## src/rtl/seg7_pkg.sv

```systemverilog
// seg7_pkg: shared glyph table, slot width and slot-divider calculation for the 7-segment scan driver
package seg7_pkg;
  localparam int SLOT_BITS = 4;
  // Active-high glyphs, bit 0 = segment a ... bit 6 = segment g
  localparam logic [6:0] GLYPHS [16] = '{
    7'h3F, 7'h06, 7'h5B, 7'h4F, 7'h66, 7'h6D, 7'h7D, 7'h07,
    7'h7F, 7'h6F, 7'h77, 7'h7C, 7'h39, 7'h5E, 7'h79, 7'h71
  };
  function automatic int calc_div(input int clk_hz, input int frame_hz, input int digits);
    int d;
    d = clk_hz / (frame_hz * digits * (1 << SLOT_BITS));
    return (d < 1) ? 1 : d;
  endfunction
endpackage

```

## src/rtl/seg7_hex_decode.sv

```systemverilog
// seg7_hex_decode: nibble to active-high 7-segment glyph
module seg7_hex_decode
  import seg7_pkg::*;
(
  input  logic [3:0] i_nib,
  output logic [6:0] o_seg
);
  assign o_seg = GLYPHS[i_nib];
endmodule

```

## src/rtl/seg7_scan_ctrl.sv

```systemverilog
// seg7_scan_ctrl: multiplexed multi-digit 7-segment scan driver with shadowed frame-synchronous updates.
// Define SEG7_BLINK_EN to add the per-digit Blink_mask input and the 256-frame blink phase.
module seg7_scan_ctrl
  import seg7_pkg::*;
#(
  parameter int DIGITS         = 8,
  parameter int CLK_HZ         = 50000000,
  parameter int FRAME_HZ       = 1000,
  parameter int SEG_ACTIVE_LOW = 1,
  parameter int SEL_ACTIVE_LOW = 1
) (
  input  logic                  Clk,
  input  logic                  Rst,
  input  logic                  En,
  input  logic                  Load,
  input  logic [4*DIGITS-1:0]   Disp_data,
  input  logic [DIGITS-1:0]     Dp,
  input  logic [DIGITS-1:0]     Dig_mask,
`ifdef SEG7_BLINK_EN
  input  logic [DIGITS-1:0]     Blink_mask,
`endif
  input  logic                  Lzb,
  input  logic [3:0]            Bright,
  output logic                  Pending,
  output logic                  Frame_sync,
  output logic [DIGITS-1:0]     Sel,
  output logic [6:0]            Seg,
  output logic                  Seg_dp
);
  localparam int DIV = calc_div(CLK_HZ, FRAME_HZ, DIGITS);
  localparam int DW  = (DIV > 1) ? $clog2(DIV) : 1;
  localparam int IW  = (DIGITS > 1) ? $clog2(DIGITS) : 1;
  localparam logic              SEG_INV = (SEG_ACTIVE_LOW != 0);
  localparam logic [DIGITS-1:0] SEL_OFF = (SEL_ACTIVE_LOW != 0) ? '1 : '0;
  localparam logic [6:0]        SEG_OFF = {7{SEG_INV}};
  logic [DW-1:0]        r_div;
  logic [SLOT_BITS-1:0] r_slot;
  logic [IW-1:0]        r_idx;
  logic                 r_pending, r_fsync;
  logic [4*DIGITS-1:0]  r_sh_data, r_data;
  logic [DIGITS-1:0]    r_sh_dp, r_dp, r_sh_mask, r_mask;
  logic [DIGITS-1:0]    r_sel;
  logic [6:0]           r_seg;
  logic                 r_sdp;
  logic                 w_tick, w_slot_wrap, w_last, w_frame;
  logic [DIGITS-1:0]    w_zrun;
  logic [3:0]           w_nib;
  logic [6:0]           w_glyph;
  logic                 w_lead, w_blink_on, w_on, w_lit_seg, w_lit_dp;
  logic [DIGITS-1:0]    w_sel;
  assign w_tick      = r_div == DW'(DIV - 1);
  assign w_slot_wrap = w_tick && (r_slot == '1);
  assign w_last      = r_idx == IW'(DIGITS - 1);
  assign w_frame     = w_slot_wrap && w_last;
  // w_zrun[i] = every active nibble from i up to the top digit is zero
  always_comb begin
    logic z;
    z = 1'b1;
    w_zrun = '0;
    for (int k = DIGITS - 1; k >= 0; k--) begin
      z = z && (r_data[4*k +: 4] == 4'd0);
      w_zrun[k] = z;
    end
  end
  assign w_nib  = r_data[4*r_idx +: 4];
  assign w_lead = Lzb && (r_idx != '0) && w_zrun[r_idx];
  seg7_hex_decode u_dec (
    .i_nib (w_nib),
    .o_seg (w_glyph)
  );
`ifdef SEG7_BLINK_EN
  logic [DIGITS-1:0] r_sh_blink, r_blink;
  logic [7:0]        r_fcnt;
  logic              r_phase;
  always_ff @(posedge Clk) begin
    if (Rst) begin
      r_sh_blink <= '0;
      r_blink    <= '0;
      r_fcnt     <= '0;
      r_phase    <= 1'b1;
    end else begin
      if (Load) r_sh_blink <= Blink_mask;
      if (w_frame && r_pending) r_blink <= r_sh_blink;
      if (w_frame) r_fcnt <= r_fcnt + 1'b1;
      if (w_frame && r_fcnt == 8'hFF) r_phase <= ~r_phase;
    end
  end
  assign w_blink_on = r_phase || !r_blink[r_idx];
`else
  assign w_blink_on = 1'b1;
`endif
  assign w_on      = En && r_mask[r_idx] && (r_slot <= Bright) && w_blink_on;
  assign w_lit_seg = w_on && !w_lead;
  assign w_lit_dp  = w_on && r_dp[r_idx];
  assign w_sel     = (w_lit_seg || w_lit_dp) ? (DIGITS'(1) << r_idx) : '0;
  always_ff @(posedge Clk) begin
    if (Rst) begin
      r_div     <= '0;
      r_slot    <= '0;
      r_idx     <= '0;
      r_pending <= 1'b0;
      r_fsync   <= 1'b0;
      r_sh_data <= '0;
      r_sh_dp   <= '0;
      r_sh_mask <= '0;
      r_data    <= '0;
      r_dp      <= '0;
      r_mask    <= '0;
      r_sel     <= SEL_OFF;
      r_seg     <= SEG_OFF;
      r_sdp     <= SEG_INV;
    end else begin
      r_div <= w_tick ? '0 : r_div + 1'b1;
      if (w_tick) r_slot <= r_slot + 1'b1;
      if (w_slot_wrap) r_idx <= w_last ? '0 : r_idx + 1'b1;
      r_fsync   <= w_frame;
      r_pending <= Load || (r_pending && !w_frame);
      if (Load) begin
        r_sh_data <= Disp_data;
        r_sh_dp   <= Dp;
        r_sh_mask <= Dig_mask;
      end
      // commit reads the shadow before a coincident Load overwrites it
      if (w_frame && r_pending) begin
        r_data <= r_sh_data;
        r_dp   <= r_sh_dp;
        r_mask <= r_sh_mask;
      end
      r_sel <= w_sel ^ SEL_OFF;
      r_seg <= (w_lit_seg ? w_glyph : 7'd0) ^ SEG_OFF;
      r_sdp <= w_lit_dp ^ SEG_INV;
    end
  end
  assign Pending    = r_pending;
  assign Frame_sync = r_fsync;
  assign Sel        = r_sel;
  assign Seg        = r_seg;
  assign Seg_dp     = r_sdp;
endmodule

```

## config.mk

```make
export PLATFORM = sky130hd
export DESIGN_NAME = seg7_scan_ctrl
export DESIGN_NICKNAME = d
export VERILOG_FILES = /design/src/rtl/seg7_pkg.sv /design/src/rtl/seg7_hex_decode.sv /design/src/rtl/seg7_scan_ctrl.sv
export SDC_FILE = /design/constraint.sdc
export NUM_CORES = 1
export LEC_CHECK = 0
export CORE_ASPECT_RATIO = 0.5
export CORE_UTILIZATION = 50
export DETAILED_ROUTE_END_ITERATION = 12
export GPL_ROUTABILITY_DRIVEN = 0
export PLACE_DENSITY = 0.81
export SYNTH_ARGS = -nofsm -noshare
export SYNTH_HDL_FRONTEND = slang
export SYNTH_HIERARCHICAL = 1
export SYNTH_SLANG_ARGS = --single-unit
```

## constraint.sdc

```tcl
create_clock -name Clk -period 2.34 [get_ports Clk]
set_input_delay 0.702 -clock Clk [delete_from_list [all_inputs] [get_ports Clk]]
set_output_delay 0.702 -clock Clk [all_outputs]
set_load 0.005 [all_outputs]
```

-- Word-level counts from Yosys, hierarchy flattened
Memory sizes are Yosys's and may differ from the RTL's.
Cells that the tools add are included.
- shift operators: 2
- bitwise gates (word level): 4
- mux-type cells: 11
- eq/ne operators: 3
- add/sub/neg operators: 3
- reductions and logical operators: 31
- order comparisons: 3
- operator list (operator ; number):
    $logic_not 4->1 ; 8
    $shiftx 32x6->4 ; 1
    $mux 7 ; 3
    $logic_and 1x1->1 ; 17
    $add 9x1->9 const B ; 1
    $bmux 1 s3 ; 3
    $eq 9x9->1 const B ; 1
    $mux 8 ; 1
    $not 8->8 ; 1
    $shl 1x3->8 const A ; 1
    $not 7->7 ; 1
    $ge 5x5->1 const B ; 1
    $not 4->5 ; 1
    $add 4x1->4 const B ; 1
    $eq 4x4->1 const B ; 1
    $le 4x4->1 ; 1
    $lt 3x4->1 const B ; 1
    $add 3x1->3 const B ; 1
    $eq 3x3->1 const B ; 1
    $mux 1 ; 3
    $mux 3 ; 1
    $reduce_bool 3->1 ; 1
    $logic_not 1->1 ; 2
    $logic_or 1x1->1 ; 2
    other kinds (2) ; 2
- memory bits (read-only): 112
- word-level logic and storage cells: 72
- memories kept: 1
- register bits: 130
- memories (memory ; words ; width ; rd ports ; clocked after memory_dff ; write ports ; RTL line ; source):
    (name not given) ; 16 ; 7 ; 1 ; 0 ; 0 ; seg7_hex_decode.sv:8 ; assign o_seg = GLYPHS[i_nib];

-- Depth between registers and ports, before layout
Gate-level depths: netlist of run 1.
- depth in word-level cells: 16
- depth in mapped cells: 10
- mapped depth without buffers: 8

-- Modules after synthesis
The synthesis of run 1 kept the hierarchy.
- modules (own cells, without submodules) (module ; times used ; sequential area each (µm²) ; area an instance (µm²) ; cells an instance):
    seg7_scan_ctrl ; 1 ; 2602.5 ; 5340.1 ; 557
    seg7_hex_decode ; 1 ; 0.0 ; 287.8 ; 33

-- Least setup slack after synthesis of run 1
No wires, ideal clock.
- path type: flip-flop to flip-flop
- from: register r_idx[0]
- to: register r_seg[3], in the netlist Seg[3]
- stages on the path, launching flop included: 11
- data arrival time: 2.450 ns
- slack: -0.175 ns
- required time: 2.275 ns
- period minus slack after synthesis: 2.515 ns
- library setup time: 0.065 ns
- buffers on the path: 2
- cells stage by stage: dfxtp_1 > buf_4 > buf_2 > mux4_2 > nand2_1 > nand2_1 > inv_1 > ha_1 > inv_1 > mux4_1 > nand3_1
- word-level cells in the longest chain between the ends: 7
- elaborated cells on any way between the ends: 18
- those cells by class: shift (1); mux (7); bitwise (2); reduce/logical (7); memory (1)
- RTL lines (item ; RTL line ; source):
    start: declaration ; seg7_scan_ctrl.sv:38 ; logic [IW-1:0] r_idx;
    start signal: assignment ; seg7_scan_ctrl.sv:115 ; if (w_slot_wrap) r_idx <= w_last ? '0 : r_idx + 1'b1;
    $shiftx 32x6->4 ; seg7_scan_ctrl.sv:65 ; assign w_nib = r_data[4*r_idx +: 4];
    named net w_nib[1] ; seg7_scan_ctrl.sv:47 ; logic [3:0] w_nib;
    $not 4->5 (implied by the code) ; seg7_hex_decode.sv:8 ;
    $mem_v2 16x7 ; -- ;
    $mux 7 (implied by the code) (2 in series) ; seg7_hex_decode.sv:8 ;
    named net w_glyph[3] ; seg7_scan_ctrl.sv:48 ; logic [6:0] w_glyph;
    $mux 7 ; seg7_scan_ctrl.sv:130 ; r_seg <= (w_lit_seg ? w_glyph : 7'd0) ^ SEG_OFF;
    $not 7->7 (no line) ; -- ;
    end signal: assignment ; seg7_scan_ctrl.sv:130 ;
    end: declaration ; seg7_scan_ctrl.sv:43 ; logic [6:0] r_seg;
The timed path passes the listed nets, and every way through them passes these cells. The select of a mux whose other input is x is not followed.
A chain may end at the register's enable or synchronous reset.

-- Worst setup path in the final report of run 1
- from: input Bright[3]
- to: register r_seg[6], in the netlist Seg[6]
- word-level cells in the longest chain between the ends: 5
- RTL lines (item ; RTL line ; source):
    start: declaration ; seg7_scan_ctrl.sv:23 ; input logic [3:0] Bright,
    $le 4x4->1 ; seg7_scan_ctrl.sv:92 ; assign w_on = En && r_mask[r_idx] && (r_slot <= Bright) && w_blink_on;
    $logic_and 1x1->1 ; seg7_scan_ctrl.sv:92 ;
    $logic_and 1x1->1 ; seg7_scan_ctrl.sv:93 ; assign w_lit_seg = w_on && !w_lead;
    $mux 7 ; seg7_scan_ctrl.sv:130 ;
    $not 7->7 (no line) ; -- ;
No other way between the ends.

==> key figures, run 1 <==
Clocking
  • Clock Sinks: 130
  • TritonCTS clock tree: done
  • Hold buffers post-CTS: 0
  • Postcts setup bufs: 0
  • H-Tree Level Count: 4
  • Post-CTS sizing: 0
  • Clock buffer count from CTS: 17
  • Clk slew on worst S/H paths: 60 ps
  • Worst-skew pair later-pin latency: just over 400 ps
  • CTS Root Cell: clkbuf_16
  • Clk buf depth: 2

Min path
  • Hold Path Class: register to register
  • Beginning of the worst hold path: r_sh_data[18]
  • Worst Hold Endpoint: r_data[18]
  • Hold Crit Depth: 2

STA
  • Final setup margin: 70.43 ps
  • Worst hold margin: roughly 460 ps
  • Fin crit share: 0.9699
  • Setup_tns: 0 ps
  • Final Hold Fails: 0
  • Fmax: between 400 and 500 MHz
  • Worst Tran Pin Value: 958.9 ps
  • RSZ-0062 raised after global routing: no
  • Max-slew violations: 0
  • Worst-case clock skew: 7.611 ps
  • Slew HR: 0.3442
  • Fin crit period: roughly 2300 ps
  • Final setup viols: 0

GRT
  • First-pass GRT wire length: 19940 um
  • Largest net degree at the start of global routing: 55
  • GRT overflow: 0
  • Vias in the first global route: 4265
  • Initial antenna violation count: 0
  • Aggregate global-route resource usage: 0.2148

Layout
  • P&R area growth vs syn: 27.43%
  • Final net count: approximately 740
  • Fin area: 7172 um^2
  • Fin cells: 818
  • Post-layout util: 0.6783
  • Register area: 2608 um^2
  • Layout cells sized above 1: 0.1770
  • Area of the multi-input gates: 2795 um^2
  • # fillers: about 790
  • Antenna Diode Count: 0

Yosys
  • Post-synth EDFFs: 0
  • Net Count, Synth: ~670
  • Synth Register Bits: 130
  • Share of the synthesized area in the top cell type: 0.4624
  • Synth async-reset ratio: 0
  • Syn_area_per_cell: 9.539 um^2
  • Sequential area share after synthesis: 0.4624
  • Yosys cell types: 45
  • Post-Syn Instances: 590
  • Post-Syn Area: approximately 5600 um^2
  • Synth warn: 6
  • Area leader, netlist: dfxtp_1
  • Primary FF master, synth: dfxtp_1
  • Synth top area cells: dfxtp_1 46%, mux2i_1 10%, nand2_1 6.3%

Die
  • Core Box Area: 10570 um^2
  • Die Ht: ~77 um
  • Die Area: 11710 um^2
  • Starting density of the core: 0.5323
  • # IOs: 75
  • Row Count: 26
  • Die X: approximately 150 um

Route
  • Routed vias: 4344
  • Post-DRT Antenna Nets: 0
  • Wire per inst: 14.59 um
  • Via-to-Cell Ratio: between 5 and 6
  • Initial DRC Count: 213
  • Wirelength, routed: about 12000 um
  • Drc violations: 8
  • Drt first pass iters: 8

Pwr
  • Sw Share: 0.2010
  • Psw: between 1 and 1.5 mW
  • Flop pwr share: 0.431
  • Leak: 2.763 nW
  • Pwr per Cell Area: 746.3 nW/um^2
  • Int Power: 4.276 mW
  • Clk network pwr share: 0.521
  • Logic pwr share: 0.048
  • Max VDD drop: 0.0004916 V
  • Total Power: 5.352 mW

Run status
  • Failing checks: DRC
  • Outcome: finished, violations left

Setup path
  • Critical path arrival: 2560 ps
  • Worst Path Required: 2630 ps
  • Worst Setup SP: Bright[3]
  • Startpoint types: input port
  • R2R setup slack: 140 ps
  • R2r endpoint: Seg[3]
  • Worst Reg-to-Reg Cells: 7
  • Setup crit end kind: register
  • Critical path type: input port to register
  • Reg-to-Reg Start: r_idx[0]
  • CP max FO: 7

Placed design
  • Buffers added on ports: 74
  • Placed cell count: 786
  • HPWL Detailed: ~8000 um
  • Pre-CTS WS: -398.3 ps
  • Placed cell areas: 6510 um^2

Job
  • Max_cap viols: 0
registers in the layout (all words and copies together) (netlist names):
| register | count |
|---|---|
| Frame_sync | 1 |
| Pending | 1 |
| Seg | 7 |
| Seg_dp | 1 |
| Sel | 8 |
| r_data | 32 |
| r_div | 9 |
| r_dp | 8 |
| r_idx | 3 |
| r_mask | 8 |
| r_sh_data | 32 |
| r_sh_dp | 8 |
| r_sh_mask | 8 |
| r_slot | 4 |
layout make-up:
cell class	instances	area share
clock inverters	10	0.02163
well taps	140	0.02442
inverters	13	0.006804
multi-input cells	409	0.3897
repair buffers	94	0.1277
clock buffers	22	0.06612
flip-flops and latches	130	0.3636
cell usage after synthesis (10+ instances only):
cell type and instances:
ha_1 20, mux4_2 10, a21oi_1 33, nor2_1 69, nand2_1 95, inv_1 13
nand3_1 17, dfxtp_1 130, clkbuf_1 16, nand4_1 11, nand2_2 20, mux2i_1 56
buf_2 10, a21oi_2 20
power groups by stage:
| stage | sequential, mW | clock (mW) | combinational [mW] |
|---|---|---|---|
| 6_report | 2.31 | 2.79 | 0.257 |
| 5_1_grt | 2.31 | 2.93 | 0.281 |
| 4_1_cts | 2.31 | 2.83 | 0.258 |
| 3_5_place_dp | 2.35 | 0 | 0.255 |
| 3_3_place_gp | 2.35 | 0 | 0.251 |
| 2_1_floorplan | 2.34 | 0 | 0.135 |
logic make-up (layout without fill, tap and decap cells):
group,count (synthesis),after routing,share of synthesized area
AO/OA/AOI/OAI,67,67,0.08093
XOR/XNOR,10,10,0.01556
adder cells (fa/ha/maj),20,20,0.04446
buffers and inverters,51,139,0.04536
flip-flops,130,130,0.4624
multiplexers,72,72,0.1543
AND/OR/NAND/NOR,240,240,0.1970
per-layer routing:
layer,GRT usage,share of wire,up-vias
met1,0.2619,0.46,2064
met5,0,0,-
li1,-,-,2163
met3,0.07292,0.054,24
met4,0.08878,0.022,0
met2,0.3500,0.47,93
cell usage in the layout, fill, tap and decap left out, types with 5 or more instances in the layout:
cell,n
nand4_1,11
nand3_1,17
dfxtp_1,128
ha_1,19
buf_4,17
mux2i_1,56
clkbuf_16,17
nand2_2,21
mux4_2,10
inv_1,11
mux2_2,5
clkdlybuf4s50_1,72
a21oi_2,20
nand2_1,94
nor2_1,69
nor4_1,7
xor2_1,8
a21oi_1,33
worst max path at each step:
stage / to / slack, ps / depth (start not counted)
finish: Seg[6] / 70 / 10
global route: Sel[1] / 20 / 10
CTS: Seg[6] / 7 / 7
detailed placement: Sel[6] / -400 / 9
global placement: Sel[4] / -330 / 9
floorplan: Seg[3] / 30 / 9
worst max-delay path, stage by stage:
cell and delay [ps]:
clkdlybuf4s50_1 450, inv_1 40, ha_1 320, buf_4 150, o21a_1 100, o21ai_0 180, nor2_1 90, nor4_4 250
buf_4 190, nand3_1 80
Power figures use the tool's default switching activity.
==> inputs of run 2 (changes only) <==
--- a/config.mk
+++ b/config.mk
@@ -7,6 +7,7 @@
 export LEC_CHECK = 0
 export CORE_ASPECT_RATIO = 0.5
 export CORE_UTILIZATION = 50
+export CTS_BUF_LIST = sky130_fd_sc_hd__clkbuf_2
 export DETAILED_ROUTE_END_ITERATION = 12
 export GPL_ROUTABILITY_DRIVEN = 0
 export PLACE_DENSITY = 0.81
==> key figures, run 2 (same netlist as run 1, synthesis figures left out) <==
Run status
  • Outcome: finished, violations left (unchanged)
  • Failing checks: DRC (unchanged)

STA
  • Worst-case clock skew: 26.29 ps (was 7.611 ps)
  • Slew HR: 0.3641 (was 0.3442)
  • Final setup margin: 72.04 ps (was 70.43 ps)
  • RSZ-0062 raised after global routing: yes (was no)
  • Final setup viols: 0 (unchanged)
  • Fin crit period: 2268 ps (was 2270 ps)
  • Final Hold Fails: 0 (unchanged)
  • Worst Tran Pin Value: 929.9 ps (was 958.9 ps)
  • Fin crit share: 0.9692 (was 0.9699)
  • Max-slew violations: 0 (unchanged)
  • Fmax: 440.9 MHz (was 440.6 MHz)

Pwr
  • Psw: 0.9399 mW (was 1.076 mW)
  • Total Power: 4.050 mW (was 5.352 mW)
  • Sw Share: 0.2321 (was 0.2010)
  • Clk network pwr share: 0.368 (was 0.521)
  • Flop pwr share: 0.570 (was 0.431)
  • Pwr per Cell Area: 596.3 nW/um^2 (was 746.3 nW/um^2)
  • Logic pwr share: 0.063 (was 0.048)
  • Max VDD drop: 0.0003120 V (was 0.0004916 V)
  • Int Power: 3.111 mW (was 4.276 mW)
  • Leak: 2.620 nW (was 2.763 nW)

Min path
  • Hold Crit Depth: 2 (unchanged)
  • Hold Path Class: input port to register (was register to register)

GRT
  • Initial antenna violation count: 0 (unchanged)
  • Largest net degree at the start of global routing: 55 (unchanged)
  • Vias in the first global route: 4022 (was 4265)
  • Aggregate global-route resource usage: 0.2060 (was 0.2148)
  • GRT overflow: 0 (unchanged)
  • First-pass GRT wire length: 19160 um (was 19940 um)

Route
  • Post-DRT Antenna Nets: 0 (unchanged)
  • Initial DRC Count: 216 (was 213)
  • Wirelength, routed: 11420 um (was 11940 um)
  • Drt first pass iters: 9 (was 8)
  • Routed vias: 4273 (was 4344)
  • Via-to-Cell Ratio: 5.211 (was 5.311)
  • Wire per inst: 13.93 um (was 14.59 um)
  • Drc violations: 4 (was 8)

Setup path
  • Startpoint types: register (was input port)
  • Worst Path Required: 1640 ps (was 2630 ps)
  • Critical path arrival: 1570 ps (was 2560 ps)
  • Worst path buffer plus inverter count: 1 (was 4)
  • Setup crit end kind: output pin (was register)
  • Worst path slowest cell: clkdlybuf4s50_1 (unchanged)
  • CP max FO: 4 (was 7)
  • CP Cell Sequence: clkdlybuf4s50_1 (was clkdlybuf4s50_1, inv_1, ha_1, buf_4, o21a_1, o21ai_0, nor2_1, nor4_4, buf_4, nand3_1)
  • CP Depth: 1 (was 10)
  • Worst Reg-to-Reg Cells: 7 (unchanged)
  • Cell family with the largest share of critical-path delay: buffers and inverters (unchanged)
  • Worst path max stage delay: 500 ps (was 450 ps)
  • Critical path type: register to output pin (was input port to register)

Die
  • Die X: 152.0 um (unchanged)
  • Core Box Area: 10570 um^2 (unchanged)
  • Die Ht: 77.02 um (unchanged)
  • # IOs: 75 (unchanged)
  • Die Area: 11710 um^2 (unchanged)
  • Row Count: 26 (unchanged)
  • Starting density of the core: 0.5323 (unchanged)

Clocking
  • Worst-skew pair later-pin latency: 690 ps (was 410 ps)
  • H-Tree Level Count: 4 (unchanged)
  • Clock buffer count from CTS: 17 (unchanged)
  • Hold buffers post-CTS: 0 (unchanged)
  • TritonCTS clock tree: done (unchanged)
  • Clk buf depth: 2 (unchanged)
  • CTS Root Cell: clkbuf_2 (was clkbuf_16)
  • Clock Sinks: 130 (unchanged)
  • Clk slew on worst S/H paths: 190 ps (was 60 ps)

Placed design
  • Pre-CTS WS: -398.3 ps (unchanged)
  • Buffers added on ports: 74 (unchanged)
  • HPWL Detailed: 8019 um (unchanged)

Layout
  • Layout cells sized above 1: 0.1779 (was 0.1770)
  • Area of the multi-input gates: 2774 um^2 (was 2795 um^2)
  • Largest regs: r_data (32), r_sh_data (32), r_div (9) (unchanged)
  • Leading cell types in the layout, fill and taps excluded: 126 x dfxtp_1, 95 x nand2_1, 72 x clkdlybuf4s50_1 (was 128 x dfxtp_1, 94 x nand2_1, 72 x clkdlybuf4s50_1)
  • # fillers: 882 (was 792)
  • P&R area growth vs syn: 20.70% (was 27.43%)
  • Final net count: 744 (was 742)
  • Antenna Diode Count: 0 (unchanged)
  • Most common cell after layout, fill and taps aside: dfxtp_1 (unchanged)
  • Register area: 2610 um^2 (was 2608 um^2)

Job
  • Max_cap viols: 0 (unchanged)
[run 2: cell types whose count changed in the layout (fill, tap and decap cells not counted), sizes merged]
cell | before | now
clkbuf | 22 | 19
buf | 22 | 24
clkinv | 4 | 7
[run 2: power by group through the flow]
stage | registers [mW] | clock network, mW | logic (mW)
2_1_floorplan | 2.34 | 0 | 0.135
3_3_place_gp | 2.35 | 0 | 0.251
3_5_place_dp | 2.35 | 0 | 0.255
4_1_cts | 2.31 | 1.53 | 0.256
5_1_grt | 2.32 | 1.60 | 0.278
6_report | 2.31 | 1.49 | 0.253
[run 2: metal layers]
layer | vias up | global-route usage | share of wire
met5 | - | 0 | 0
met4 | 0 | 0.08673 | 0.015
met3 | 17 | 0.04862 | 0.049
met1 | 2012 | 0.2622 | 0.47
met2 | 86 | 0.3380 | 0.47
li1 | 2158 | - | -
[run 2: through the flow]
| stage | utilization | hold slack (ps) | std cells | setup TNS (ps) | instance area (um^2) |
|---|---|---|---|---|---|
| floorplan | - | 428.7 | 590 | 0 | 5642 |
| global placement | 0.6157 | 444.3 | 786 | -4835 | 6510 |
| detailed placement | 0.6157 | 449.1 | 786 | -5948 | 6510 |
| CTS | 0.6408 | 252.7 | 818 | 0 | 6775 |
| global route | 0.6425 | 289.5 | 820 | -5.346 | 6793 |
| finish | 0.6425 | 312.4 | 820 | 0 | 6793 |
[run 2: worst paths after layout]
kind                       from      endpoint  slack, ps
setup reg to reg       r_idx[0]        Seg[6]        120
hold reg to reg   r_sh_data[24]    r_data[24]        460
setup / recovery        Pending       Pending         70
hold / removal              Rst  r_sh_mask[1]        310
[run 2: area by class of cell]
type	instances	share of cell area
clock inverter	13	0.02450
multi-input combinational	409	0.4084
tap	140	0.02579
sequential	130	0.3842
inverter	13	0.007184
clock buffer	19	0.01400
timing repair buffer	96	0.1359
[run 2: timing repair]
item                                    in CTS  in global routing
endpoints found under the setup margin       3                  9
hold endpoints to repair                     0                  0
gates resized for setup                      2                  4
setup buffers                                0                  2
==> inputs of run 3 (changes only) <==
--- a/config.mk
+++ b/config.mk
@@ -10,7 +10,7 @@
 export CTS_BUF_LIST = sky130_fd_sc_hd__clkbuf_2
 export DETAILED_ROUTE_END_ITERATION = 12
 export GPL_ROUTABILITY_DRIVEN = 0
-export PLACE_DENSITY = 0.81
+export PLACE_DENSITY = 0.79
 export SYNTH_ARGS = -nofsm -noshare
 export SYNTH_HDL_FRONTEND = slang
 export SYNTH_HIERARCHICAL = 1
==> constraint.sdc (replaced) <==
create_clock -name Clk -period 2.8 [get_ports Clk]
set_input_delay 0.84 -clock Clk [delete_from_list [all_inputs] [get_ports Clk]]
set_output_delay 0.84 -clock Clk [all_outputs]
set_load 0.005 [all_outputs]
==> key figures, run 3 (same netlist as run 1, synthesis figures left out) <==
Pwr
  • Max VDD drop: 0.0002263 V (was 0.0003120 V)
  • Leak: 2.562 nW (was 2.620 nW)
  • Clk network pwr share: 0.341 (was 0.368)
  • Logic pwr share: 0.065 (was 0.063)
  • Flop pwr share: 0.594 (was 0.570)
  • Sw Share: 0.2295 (was 0.2321)
  • Psw: 0.7449 mW (was 0.9399 mW)
  • Pwr per Cell Area: 486.3 nW/um^2 (was 596.3 nW/um^2)
  • Int Power: 2.501 mW (was 3.111 mW)
  • Total Power: 3.246 mW (was 4.050 mW)

Route
  • Routed vias: 4266 (was 4273)
  • Metal2 WL: 5220 um (was 5365 um)
  • M1 WL: 5501 um (was 5328 um)
  • Initial DRC Count: 230 (was 216)
  • Top layer in use: met4 (unchanged)
  • Drt first pass iters: 9 (unchanged)
  • Post-DRT Antenna Nets: 0 (unchanged)
  • Routed wl met3: 666 um (was 556 um)
  • Drc violations: 10 (was 4)
  • Via-to-Cell Ratio: 5.260 (was 5.211)
  • Wire per inst: 14.32 um (was 13.93 um)
  • Wirelength, routed: 11610 um (was 11420 um)

Min path
  • Beginning of the worst hold path: r_sh_data[22] (was Rst)
  • Hold Path Class: register to register (was input port to register)
  • Worst Hold Endpoint: r_data[22] (was r_sh_mask[1])
  • Hold Crit Depth: 2 (unchanged)

Clocking
  • Clock buffer count from CTS: 17 (unchanged)
  • TritonCTS clock tree: done (unchanged)
  • Post-CTS sizing: 0 (was 2)
  • Worst-skew pair later-pin latency: 660 ps (was 690 ps)
  • Clk buf depth: 2 (unchanged)
  • Postcts setup bufs: 0 (unchanged)
  • Clk slew on worst S/H paths: 180 ps (was 190 ps)
  • H-Tree Level Count: 4 (unchanged)
  • Clock Sinks: 130 (unchanged)
  • CTS Root Cell: clkbuf_2 (unchanged)
  • Hold buffers post-CTS: 0 (unchanged)

STA
  • Fin crit period: 2554 ps
  • Worst Tran Pin Value: 890.0 ps (was 929.9 ps)
  • Final setup viols: 0 (unchanged)
  • Slew HR: 0.3913 (was 0.3641)
  • Final Hold Fails: 0 (unchanged)
  • Fmax: about 390 MHz
  • Setup_tns: 0 ps (unchanged)
  • RSZ-0062 raised after global routing: no (was yes)
  • Max-slew violations: 0 (unchanged)
  • Worst-case clock skew: 25.42 ps (was 26.29 ps)
  • Final setup margin: 246.2 ps (was 72.04 ps)
  • Fin crit share: 0.9121

Layout
  • Final net count: 737 (was 744)
  • Fin area: 6674 um^2 (was 6793 um^2)
  • Layout cells sized above 1: 0.1520 (was 0.1779)
  • Most common cell after layout, fill and taps aside: dfxtp_1 (unchanged)
  • # fillers: 896 (was 882)
  • Antenna Diode Count: 0 (unchanged)
  • Largest regs: r_data (32), r_sh_data (32), r_div (9) (unchanged)
  • Leading cell types in the layout, fill and taps excluded: 130 x dfxtp_1, 95 x nand2_1, 72 x clkdlybuf4s50_1 (was 126 x dfxtp_1, 95 x nand2_1, 72 x clkdlybuf4s50_1)
  • P&R area growth vs syn: 18.59% (was 20.70%)

Setup path
  • Startpoint types: register (unchanged)
  • CP max FO: 17 (was 4)
  • Critical path arrival: 3150 ps (was 1570 ps)
  • R2R setup slack: 250 ps (was 120 ps)
  • Setup crit end kind: register (was output pin)
  • Worst Reg-to-Reg Cells: 8 (was 7)
  • Critical path type: register to register (was register to output pin)
  • Worst Setup SP: r_idx[1] (was Pending)
  • R2r endpoint: Seg[3] (was Seg[6])
  • Reg-to-Reg Start: r_idx[1] (was r_idx[0])
  • Worst Path Required: 3400 ps (was 1640 ps)

Die
  • Die Area: 11710 um^2 (unchanged)
  • Die X: 152.0 um (unchanged)
  • Core Box Area: 10570 um^2 (unchanged)
  • Starting density of the core: 0.5323 (unchanged)
  • Die Ht: 77.02 um (unchanged)
  • # IOs: 75 (unchanged)
  • Row Count: 26 (unchanged)

GRT
  • Largest net degree at the start of global routing: 78 (was 55)
  • Aggregate global-route resource usage: 0.2083 (was 0.2060)
  • Vias in the first global route: 4015 (was 4022)
  • First-pass GRT wire length: 19340 um (was 19160 um)
  • Initial antenna violation count: 0 (unchanged)
  • GRT overflow: 0 (unchanged)

Run status
  • Failing checks: DRC (unchanged)
  • Outcome: finished, violations left (unchanged)

Placed design
  • HPWL Detailed: 7927 um (was 8019 um)
  • Buffers added on ports: 74 (unchanged)
  • Placed cell areas: 6456 um^2 (was 6510 um^2)
  • Pre-CTS WS: -74.69 ps (was -398.3 ps)

Job
  • Max_cap viols: 0 (unchanged)
run 3: metrics by stage:
step	util	cells	hold slack (ps)
after CTS	0.6312	811	446.6
final	0.6312	811	451.1
after detailed placement	0.6107	781	448.8
after global placement	0.6107	781	439.7
after floorplan	-	590	428.7
after global routing	0.6312	811	469.7
run 3: worst max-delay path by stage:
stage | slack (ps) | depth (start not counted) | endpoint
after global placement | -30 | 9 | Sel[1]
after detailed placement | -70 | 9 | Sel[1]
after floorplan | 280 | 10 | Seg[3]
after global routing | 8 | 7 | Sel[1]
final | 250 | 8 | Seg[3]
after CTS | 280 | 8 | Seg[3]
run 3: metal layers:
| layer | vias to the layer above | track usage |
|---|---|---|
| met3 | 23 | 0.05088 |
| met5 | - | 0 |
| met2 | 111 | 0.3292 |
| met1 | 1990 | 0.2735 |
| li1 | 2142 | - |
| met4 | 0 | 0.08878 |
run 3: critical path: stages (launching register included):
cell,delay (ps)
dfxtp_1,820
mux4_2,420
nand2_1,90
nand2_1,140
inv_1,150
ha_1,250
inv_1,50
mux4_1,480
nand3_1,90
run 3: layout make-up:
type / instances / area (um^2) / area share
multi-input cells: 409 / 2771 / 0.4153
flip-flops and latches: 130 / 2603 / 0.3900
repair buffers: 89 / 858.3 / 0.1286
well taps: 140 / 175.2 / 0.02625
clock inverters: 10 / 117.6 / 0.01762
clock buffers: 20 / 100.1 / 0.01500
inverters: 13 / 48.80 / 0.007312
run 3: power by group through the flow:
stage	combinational [mW]	sequential, mW	clock [mW]
after floorplan	0.113	1.96	0
after global placement	0.206	1.97	0
after detailed placement	0.211	1.97	0
after CTS	0.213	1.93	1.13
after global routing	0.230	1.94	1.22
final	0.211	1.93	1.11
